File: src/rtl/sram_manager_pipe_if.sv
// sramc-side bus of sram_manager_pipe: word address, write data/enable out, read data back.
// master = the manager, slave = the SRAM controller.
interface sram_manager_pipe_if #(
   parameter int DATA_WIDTH = 32
);
   logic [DATA_WIDTH-1:0] memory_read;
   logic [DATA_WIDTH-1:0] memory_write;
   logic [31:0]           memory_address;
   logic                  memory_write_enable;

   modport master (
      input  memory_read,
      output memory_write,
      output memory_address,
      output memory_write_enable
   );

   modport slave (
      output memory_read,
      input  memory_write,
      input  memory_address,
      input  memory_write_enable
   );
endinterface

File: src/rtl/sram_manager_pipe.sv
// sram_manager_pipe: fully pipelined load/store unit between issue stage, sramc and register files.
// Optional store-to-load forwarding is built when macro SRAM_FWD_EN is defined.
module sram_manager_pipe #(
   parameter int READ_LATENCY = 2,
   parameter int ADDR_WIDTH   = 20,
   parameter int DATA_WIDTH   = 32,
   parameter int REG_WIDTH    = 5
) (
   input  logic                   clk,
   input  logic                   reset,
   input  logic [31:0]            inst,
   input  logic [DATA_WIDTH-1:0]  rs,
   input  logic [DATA_WIDTH-1:0]  rt,
   input  logic [DATA_WIDTH-1:0]  imm,
   sram_manager_pipe_if.master    mem,
   output logic                   enable,
   output logic [REG_WIDTH-1:0]   addr,
   output logic [DATA_WIDTH-1:0]  data,
   output logic                   float
);

   localparam logic [5:0] OP_LDI  = 6'b101000;
   localparam logic [5:0] OP_STI  = 6'b101001;
   localparam logic [5:0] OP_LDR  = 6'b101100;
   localparam logic [5:0] OP_FLDI = 6'b101010;
   localparam logic [5:0] OP_FSTI = 6'b101011;
   localparam logic [5:0] OP_FLDR = 6'b101110;

   logic                  is_load;
   logic                  is_store;
   logic                  is_rform;
   logic                  is_float;
   logic [DATA_WIDTH-1:0] eff_sum;
   logic [ADDR_WIDTH-1:0] eff_addr;
   logic [REG_WIDTH-1:0]  issue_dest;

   always_comb begin
      is_load  = 1'b0;
      is_store = 1'b0;
      is_rform = 1'b0;
      is_float = 1'b0;
      case (inst[31:26])
         OP_LDI:  is_load = 1'b1;
         OP_STI:  is_store = 1'b1;
         OP_LDR:  begin is_load = 1'b1; is_rform = 1'b1; end
         OP_FLDI: begin is_load = 1'b1; is_float = 1'b1; end
         OP_FSTI: is_store = 1'b1;
         OP_FLDR: begin is_load = 1'b1; is_rform = 1'b1; is_float = 1'b1; end
         default: ;
      endcase
   end

   // Address wraps modulo 2**ADDR_WIDTH; upper sum bits are simply dropped.
   assign eff_sum    = rs + (is_rform ? rt : imm);
   assign eff_addr   = eff_sum[ADDR_WIDTH-1:0];
   assign issue_dest = is_rform ? REG_WIDTH'(inst[15:11]) : REG_WIDTH'(inst[20:16]);

   always_comb begin
      mem.memory_address      = '0;
      mem.memory_write        = '0;
      mem.memory_write_enable = 1'b0;
      if (reset && (is_load || is_store)) begin
         mem.memory_address      = 32'(eff_addr);
         mem.memory_write        = is_store ? rt : '0;
         mem.memory_write_enable = is_store;
      end
   end

   logic [READ_LATENCY-1:0] valid_q, valid_d;
   logic [READ_LATENCY-1:0] float_q, float_d;
   logic [REG_WIDTH-1:0]    dest_q [READ_LATENCY];
   logic [REG_WIDTH-1:0]    dest_d [READ_LATENCY];

   always_comb begin
      valid_d[0] = is_load;
      float_d[0] = is_float;
      dest_d[0]  = issue_dest;
      for (int i = 1; i < READ_LATENCY; i++) begin
         valid_d[i] = valid_q[i-1];
         float_d[i] = float_q[i-1];
         dest_d[i]  = dest_q[i-1];
      end
   end

   always_ff @(posedge clk or negedge reset) begin
      if (!reset) begin
         valid_q <= '0;
         float_q <= '0;
         for (int i = 0; i < READ_LATENCY; i++) dest_q[i] <= '0;
      end else begin
         valid_q <= valid_d;
         float_q <= float_d;
         dest_q  <= dest_d;
      end
   end

   logic [DATA_WIDTH-1:0] load_data;

`ifdef SRAM_FWD_EN
   // Store history: entry 0 is the youngest store; the match is resolved at load issue.
   logic [READ_LATENCY-1:0] st_valid_q, st_valid_d;
   logic [ADDR_WIDTH-1:0]   st_addr_q [READ_LATENCY];
   logic [ADDR_WIDTH-1:0]   st_addr_d [READ_LATENCY];
   logic [DATA_WIDTH-1:0]   st_data_q [READ_LATENCY];
   logic [DATA_WIDTH-1:0]   st_data_d [READ_LATENCY];
   logic [READ_LATENCY-1:0] hit_q, hit_d;
   logic [DATA_WIDTH-1:0]   fdata_q [READ_LATENCY];
   logic [DATA_WIDTH-1:0]   fdata_d [READ_LATENCY];
   logic                    issue_hit;
   logic [DATA_WIDTH-1:0]   issue_fdata;

   always_comb begin
      issue_hit   = 1'b0;
      issue_fdata = '0;
      for (int i = READ_LATENCY - 1; i >= 0; i--) begin
         if (st_valid_q[i] && st_addr_q[i] == eff_addr) begin
            issue_hit   = 1'b1;
            issue_fdata = st_data_q[i];
         end
      end
   end

   always_comb begin
      st_valid_d = st_valid_q;
      st_addr_d  = st_addr_q;
      st_data_d  = st_data_q;
      if (is_store) begin
         st_valid_d[0] = 1'b1;
         st_addr_d[0]  = eff_addr;
         st_data_d[0]  = rt;
         for (int i = 1; i < READ_LATENCY; i++) begin
            st_valid_d[i] = st_valid_q[i-1];
            st_addr_d[i]  = st_addr_q[i-1];
            st_data_d[i]  = st_data_q[i-1];
         end
      end
      hit_d[0]   = is_load && issue_hit;
      fdata_d[0] = issue_fdata;
      for (int i = 1; i < READ_LATENCY; i++) begin
         hit_d[i]   = hit_q[i-1];
         fdata_d[i] = fdata_q[i-1];
      end
   end

   always_ff @(posedge clk or negedge reset) begin
      if (!reset) begin
         st_valid_q <= '0;
         hit_q      <= '0;
         for (int i = 0; i < READ_LATENCY; i++) begin
            st_addr_q[i] <= '0;
            st_data_q[i] <= '0;
            fdata_q[i]   <= '0;
         end
      end else begin
         st_valid_q <= st_valid_d;
         st_addr_q  <= st_addr_d;
         st_data_q  <= st_data_d;
         hit_q      <= hit_d;
         fdata_q    <= fdata_d;
      end
   end

   assign load_data = hit_q[READ_LATENCY-1] ? fdata_q[READ_LATENCY-1] : mem.memory_read;
`else
   assign load_data = mem.memory_read;
`endif

   assign enable = valid_q[READ_LATENCY-1];
   assign addr   = enable ? dest_q[READ_LATENCY-1] : '0;
   assign float  = enable ? float_q[READ_LATENCY-1] : 1'b0;
   assign data   = enable ? load_data : '0;

endmodule

File: src/flat_wrapper.sv
// flat-port wrapper written by rule: the top's interface ports become plain ports
module sram_manager_pipe_flat 
#(
   parameter int READ_LATENCY = 2,
   parameter int ADDR_WIDTH   = 20,
   parameter int DATA_WIDTH   = 32,
   parameter int REG_WIDTH    = 5
)
  (clk, reset, inst, rs, rt, imm, enable, addr, data, float, mem_memory_read, mem_memory_write, mem_memory_address, mem_memory_write_enable);
  sram_manager_pipe_if #(.DATA_WIDTH(DATA_WIDTH)) mem_i ();
  input  logic clk;
  input  logic reset;
  input  logic [31:0] inst;
  input  logic [DATA_WIDTH-1:0] rs;
  input  logic [DATA_WIDTH-1:0] rt;
  input  logic [DATA_WIDTH-1:0] imm;
  output logic enable;
  output logic [REG_WIDTH-1:0] addr;
  output logic [DATA_WIDTH-1:0] data;
  output logic float;
  input wire logic [$bits(mem_i.memory_read)-1:0] mem_memory_read;
  output wire logic [$bits(mem_i.memory_write)-1:0] mem_memory_write;
  output wire logic [$bits(mem_i.memory_address)-1:0] mem_memory_address;
  output wire logic [$bits(mem_i.memory_write_enable)-1:0] mem_memory_write_enable;
  assign mem_i.memory_read = mem_memory_read;
  assign mem_memory_write = mem_i.memory_write;
  assign mem_memory_address = mem_i.memory_address;
  assign mem_memory_write_enable = mem_i.memory_write_enable;
  sram_manager_pipe #(.READ_LATENCY(READ_LATENCY), .ADDR_WIDTH(ADDR_WIDTH), .DATA_WIDTH(DATA_WIDTH), .REG_WIDTH(REG_WIDTH)) u_core (.clk(clk), .reset(reset), .inst(inst), .rs(rs), .rt(rt), .imm(imm), .mem(mem_i), .enable(enable), .addr(addr), .data(data), .float(float));
endmodule
File: config.mk
export PLATFORM = sky130hd
export DESIGN_NAME = sram_manager_pipe_flat
export DESIGN_NICKNAME = d
export VERILOG_FILES = /design/src/rtl/sram_manager_pipe_if.sv /design/src/rtl/sram_manager_pipe.sv /design/src/flat_wrapper.sv
export SDC_FILE = /design/constraint.sdc
export NUM_CORES = 1
export LEC_CHECK = 0
export BUFFER_PORTS_ARGS = -buffer_cell sky130_fd_sc_hd__buf_2
export CAP_MARGIN = 20
export CORE_AREA = 5 5 100 102
export DETAILED_ROUTE_END_ITERATION = 12
export DIE_AREA = 0 0 105 107
export PLACE_DENSITY_LB_ADDON = 0.1
export SYNTH_ARGS = -nofsm -noshare
export SYNTH_HDL_FRONTEND = slang
export SYNTH_SLANG_ARGS = --single-unit
export TNS_END_PERCENT = 10
File: constraint.sdc
create_clock -name clk -period 5.3 [get_ports clk]
set_clock_uncertainty 0.15 [all_clocks]
set_input_delay 1.06 -clock clk [delete_from_list [all_inputs] [get_ports clk]]
set_output_delay 1.06 -clock clk [all_outputs]
set_load 0.02 [all_outputs]
# Yosys cells after proc, flatten, opt, wreduce, memory -nomap -nowiden
# Cells that the tools add are included.
# classes
mux,13
eq_ne,6
n_reduce_logical,6
n_addsub,1
# op_table
operator,n
$mux 32,3
$mux 20,2
$eq 6x6->1 const B,6
$add 20x20->20,1
$mux 5,2
$mux 1,6
$reduce_or 2->1,3
$reduce_or 4->1,1
$logic_and 1x1->1,1
$logic_or 1x1->1,1
# totals
elab_cells,30
out_inout_bits,104
in_bits,162
register_bits,14

# Logic depth before layout (Yosys ltp)
# logic_depth
depth_word,6
ltp_mapped,13
depth_no_buf,12

# Worst setup path after synthesis
# OpenSTA, ideal clock, no wires.
# synth_path
path_type,input-to-output
startpoint,in inst[26]
endpoint,out mem_memory_address[18]
required_ns,4.090
path_buffers,1
stages,13
arrival_ns,3.675
path_slack_ns,0.415
cell_sequence,and4bb_2 > nand2_2 > buf_2 > mux2_2 > ha_1 > inv_1 > fa_1 > nand3b_1 > a21oi_2 > o21ai_2 > o31ai_2 > nor3_1 > nor3_2
# synth_via
elab_chain_cells,6
elab_cells_between_ends,17
classes_between,add/sub (1); eq/ne (6); mux (5); reduce/logical (5)
# synth_rtl
item,line,source
"start, declared",flat_wrapper.sv:13,input logic [31:0] inst;
$eq 6x6->1,sram_manager_pipe.sv:42,case (inst[31:26])
$reduce_or 2->1 (no line) / $reduce_or 4->1 (equally long branches),n/a,
$mux 1,sram_manager_pipe.sv:42,
$mux 20 / $logic_or 1x1->1 (equally long branches),"sram_manager_pipe.sv:54, sram_manager_pipe.sv:62",
$add 20x20->20 / $logic_and 1x1->1 (equally long branches),"sram_manager_pipe.sv:54, sram_manager_pipe.sv:62",
$mux 20 *,sram_manager_pipe.sv:62,if (reset && (is_load || is_store)) begin
"end, declared",flat_wrapper.sv:23,output wire logic [$bits(mem_i.memory_address)-1:0] mem_memory_address;
# Every way passes the cells marked *; elsewhere a longest branch is shown, timed or not.

# Worst setup path in the final report
# layout_path
startpoint,in inst[31]
endpoint,out mem_memory_address[19]
# layout_via
elab_chain_cells,6
elab_cells_between_ends,17
classes_between,add/sub (1); eq/ne (6); mux (5); reduce/logical (5)
# layout_rtl
item,line,source
$eq 6x6->1,sram_manager_pipe.sv:42,
$reduce_or 4->1 (no line) *,n/a,
$mux 1 *,sram_manager_pipe.sv:42,
net u_core.is_load,sram_manager_pipe.sv:29,logic is_load;
$logic_or 1x1->1 *,sram_manager_pipe.sv:62,
$logic_and 1x1->1 *,sram_manager_pipe.sv:62,
$mux 20 *,sram_manager_pipe.sv:62,
# Mark *: on every way through the listed nets, which the timed path passes. The rest lies on a longest branch.

==> impl_metrics.py <==
metrics = {
    "global_route": {
        "grt_pass1_vias": 2748,
        "antenna_found_initial": 0,
        "grt.overflow.total": 0,
        "grt_first_pass_wirelength_um": 13630,
        "track_usage": 0.1474,
        "grt_max_degree": 40,
    },
    "floorplan": {
        "fp.dieW_um": 105,
        "pin_count": 266,
        "coreArea_mm2": 0.009021,
        "num_rows": 35,
        "initial_core_util": 0.2595,
        "die_area_mm2": 0.01124,
        "die_h_um": 107,
    },
    "timing": {
        "relSlewSlack": 0.5180,
        "holdWs_ns": 0.1960,
        "hold_violations": 0,
        "fin_crit_sh": 0.9675,
        "setup-tns-final_ns": 0,
        "final.min_clock_period_ns": 5.128,
        "rsz0062_at_grt": "yes",
        "setup_ws_ns": 0.1724,
        "slew_viol_final": 0,
        "tightest_slew_ns": 0.7230,
        "setup_viol_count_final": 0,
        "fmax_mhz": 195.0,
    },
    "layout": {
        "antenna_cells": 0,
        "layout_common_cells": "213 x buf_2, 74 x and2_1, 24 x mux2_2, 21 x nor2_1, 21 x ha_1",
        "syn2layout_area_growth_pct": 52.16,
        "final_layout_size_suffix_gt1_frac": 0.5220,
        "nets": 685,
        "final_common_cell": "buf_2",
    },
    "worst_setup_path": {
        "reg2reg_slack_ns": 4.68,
        "worstSetupStartpointType": "input pin",
        "path_max_fanout": 12,
        "cp.required_ns": 4.09,
        "worstPathArrival_ns": 3.92,
        "endpoint_kind": "output pin",
        "worstSetupPathType": "in2out",
    },
    "detailed_routing": {
        "topRoutingLayerUsed": "met4",
        "wl_um": 8879,
        "drt_iter0_drc": 76,
        "routedWlPerCell_um": 14.53,
        "wl_met2_um": 4836,
        "ant_nets": 0,
        "drcViolationCount": 0,
        "met3_length_um": 628,
        "wl_met1_um": 3273,
        "num_vias": 2742,
        "drtPass1Iterations": 4,
        "vias_per_cell": 4.488,
    },
    "synthesis": {
        "yosys.area.top_type": "and2_1",
        "synth_cell_types": 51,
        "ys_seq_area_frac": 0.1497,
        "synth_flop_cell": "dfrtp_1",
        "yosys-top-cells-area": "and2_1 20%, dfrtp_1 15%, mux2_2 12%, ha_1 11%, buf_4 3.8%",
        "synth_edf_count": 0,
        "syn_avg_cell_area_um2": 8.045,
        "netlist_instances": 291,
        "async_flop_share": 1.000,
        "synth_top_area_frac": 0.1978,
        "postSynthRegisterBits": 14,
        "syn_area_mm2": 0.002341,
        "ys_warn_count": 0,
    },
    "clock_tree": {
        "htreeDepth": 1,
        "cts_tree": "built",
        "clkTransAtPathRegs_ns": 0.06,
        "cts_buffers": 3,
        "ctsResizeCount": 0,
        "cts-root-buf": "clkbuf_8",
        "cts.path.max_buffers": 2,
        "ctsHoldBuffers": 0,
        "insertion_delay_ns": 0.24,
        "post_cts_buffers": 0,
        "cts_sinks": 14,
    },
    "min_path": {
        "hp-class": "reg2reg",
    },
    "power": {
        "swShare": 0.3637,
        "cellPowerDensity_mw_per_mm2": 125.9,
        "pwr-share-clk": 0.226,
        "power_frac_comb": 0.519,
        "power.leakage_nw": 2.086,
        "p_sw_w": 0.0001631,
        "seqPwrFrac": 0.255,
        "ir_worst_vdd_v": 0.00005211,
        "p_int_w": 0.0002854,
    },
    "job": {
        "maxCapViolCount": 0,
    },
    "place": {
        "place_ws_ns": 0.1346,
        "hpwlAfterDp_um": 7900,
        "port_buffers": 213,
        "gp_congestion": 0.7905,
    },
    "run_status": {
        "status": "complete, no violations",
    },
}
worst max-delay path, cell delays in order:
cell,delay [ns]
buf_2,0.10
and4bb_2,0.26
nand2_2,0.14
buf_4,0.23
mux2_2,0.36
ha_1,0.36
a21o_1,0.20
a21o_1,0.19
a21o_1,0.20
a221oi_2,0.30
a21oi_1,0.13
nor3b_2,0.17
buf_2,0.19
final cells by class:
class / instances / area [µm²]
Clock buffer: 4 / 55.05
Tap cell: 111 / 138.9
Multi-Input combinational cell: 257 / 1876
Timing Repair Buffer: 218 / 1116
Fill cell: 977 / 5459
Inverter: 7 / 26.28
Sequential cell: 14 / 350.3
metal layers:
layer  global-route usage  vias up
met5                    0        -
met4              0.04384        0
met3              0.02769        8
met2               0.2873      109
met1               0.1592     1220
li1                     -     1405
synth_stat cells, types with 7 or more instances:
| library cell | n |
|---|---|
| a21o_1 | 9 |
| a21oi_1 | 14 |
| and2_1 | 74 |
| buf_4 | 12 |
| clkbuf_1 | 8 |
| dfrtp_1 | 14 |
| ha_1 | 21 |
| inv_1 | 7 |
| mux2_2 | 24 |
| nand2_1 | 8 |
| nor2_1 | 21 |
registers in the layout, indices dropped and copies added, names as in the netlist:
| name | count |
|---|---|
| u_core.dest_d | 5 |
| u_core.dest_q | 5 |
| u_core.float_q | 2 |
| u_core.valid_q | 2 |
through the flow:
stage | total power [W] | util | cells | area [µm²]
6_report | 0.0004486 | 0.3949 | 611 | 3562
5_1_grt | 0.0004859 | 0.3949 | 611 | 3562
4_1_cts | 0.0004543 | 0.3942 | 611 | 3556
3_5_place_dp | 0.0003488 | 0.3881 | 607 | 3501
3_3_place_gp | 0.0003473 | 0.3881 | 607 | 3501
2_1_floorplan | 0.0002701 | - | 302 | 2382
power groups by stage:
stage	combinational [W]	sequential, W	clock (W)
2_1_floorplan	0.000155	0.000115	0
3_3_place_gp	0.000231	0.000116	0
3_5_place_dp	0.000233	0.000116	0
4_1_cts	0.000234	0.000114	0.000106
5_1_grt	0.000261	0.000115	0.000110
6_report	0.000233	0.000114	0.000101
cells by family (layout without fill, tap and decap cells):
logic type | count (synthesis) | count (layout) | share of synthesized area
and+or+nand+nor | 131 | 131 | 0.3239
AOI/OAI and AO/OA | 54 | 54 | 0.1635
buffers and inverters | 31 | 229 | 0.07109
muxes | 26 | 26 | 0.1245
adders and majority gates | 22 | 22 | 0.1208
DFF | 14 | 14 | 0.1497
xor gates and xnor gates | 12 | 12 | 0.04490
other | 1 | 12 | 0.001602
final timing paths:
kind	start	end	cells after the start
max in group asynchronous	reset	u_core.dest_q[4]	1
max	inst[31]	mem_memory_address[19]	13
min reg2reg	u_core.dest_d[4]	u_core.dest_q[4]	0
max reg2reg	u_core.dest_d[2]	u_core.dest_q[2]	0
min in group asynchronous	reset	u_core.dest_q[3]	1
min	u_core.dest_d[4]	u_core.dest_q[4]	0
No activity file was read; power rests on OpenSTA's default activity.
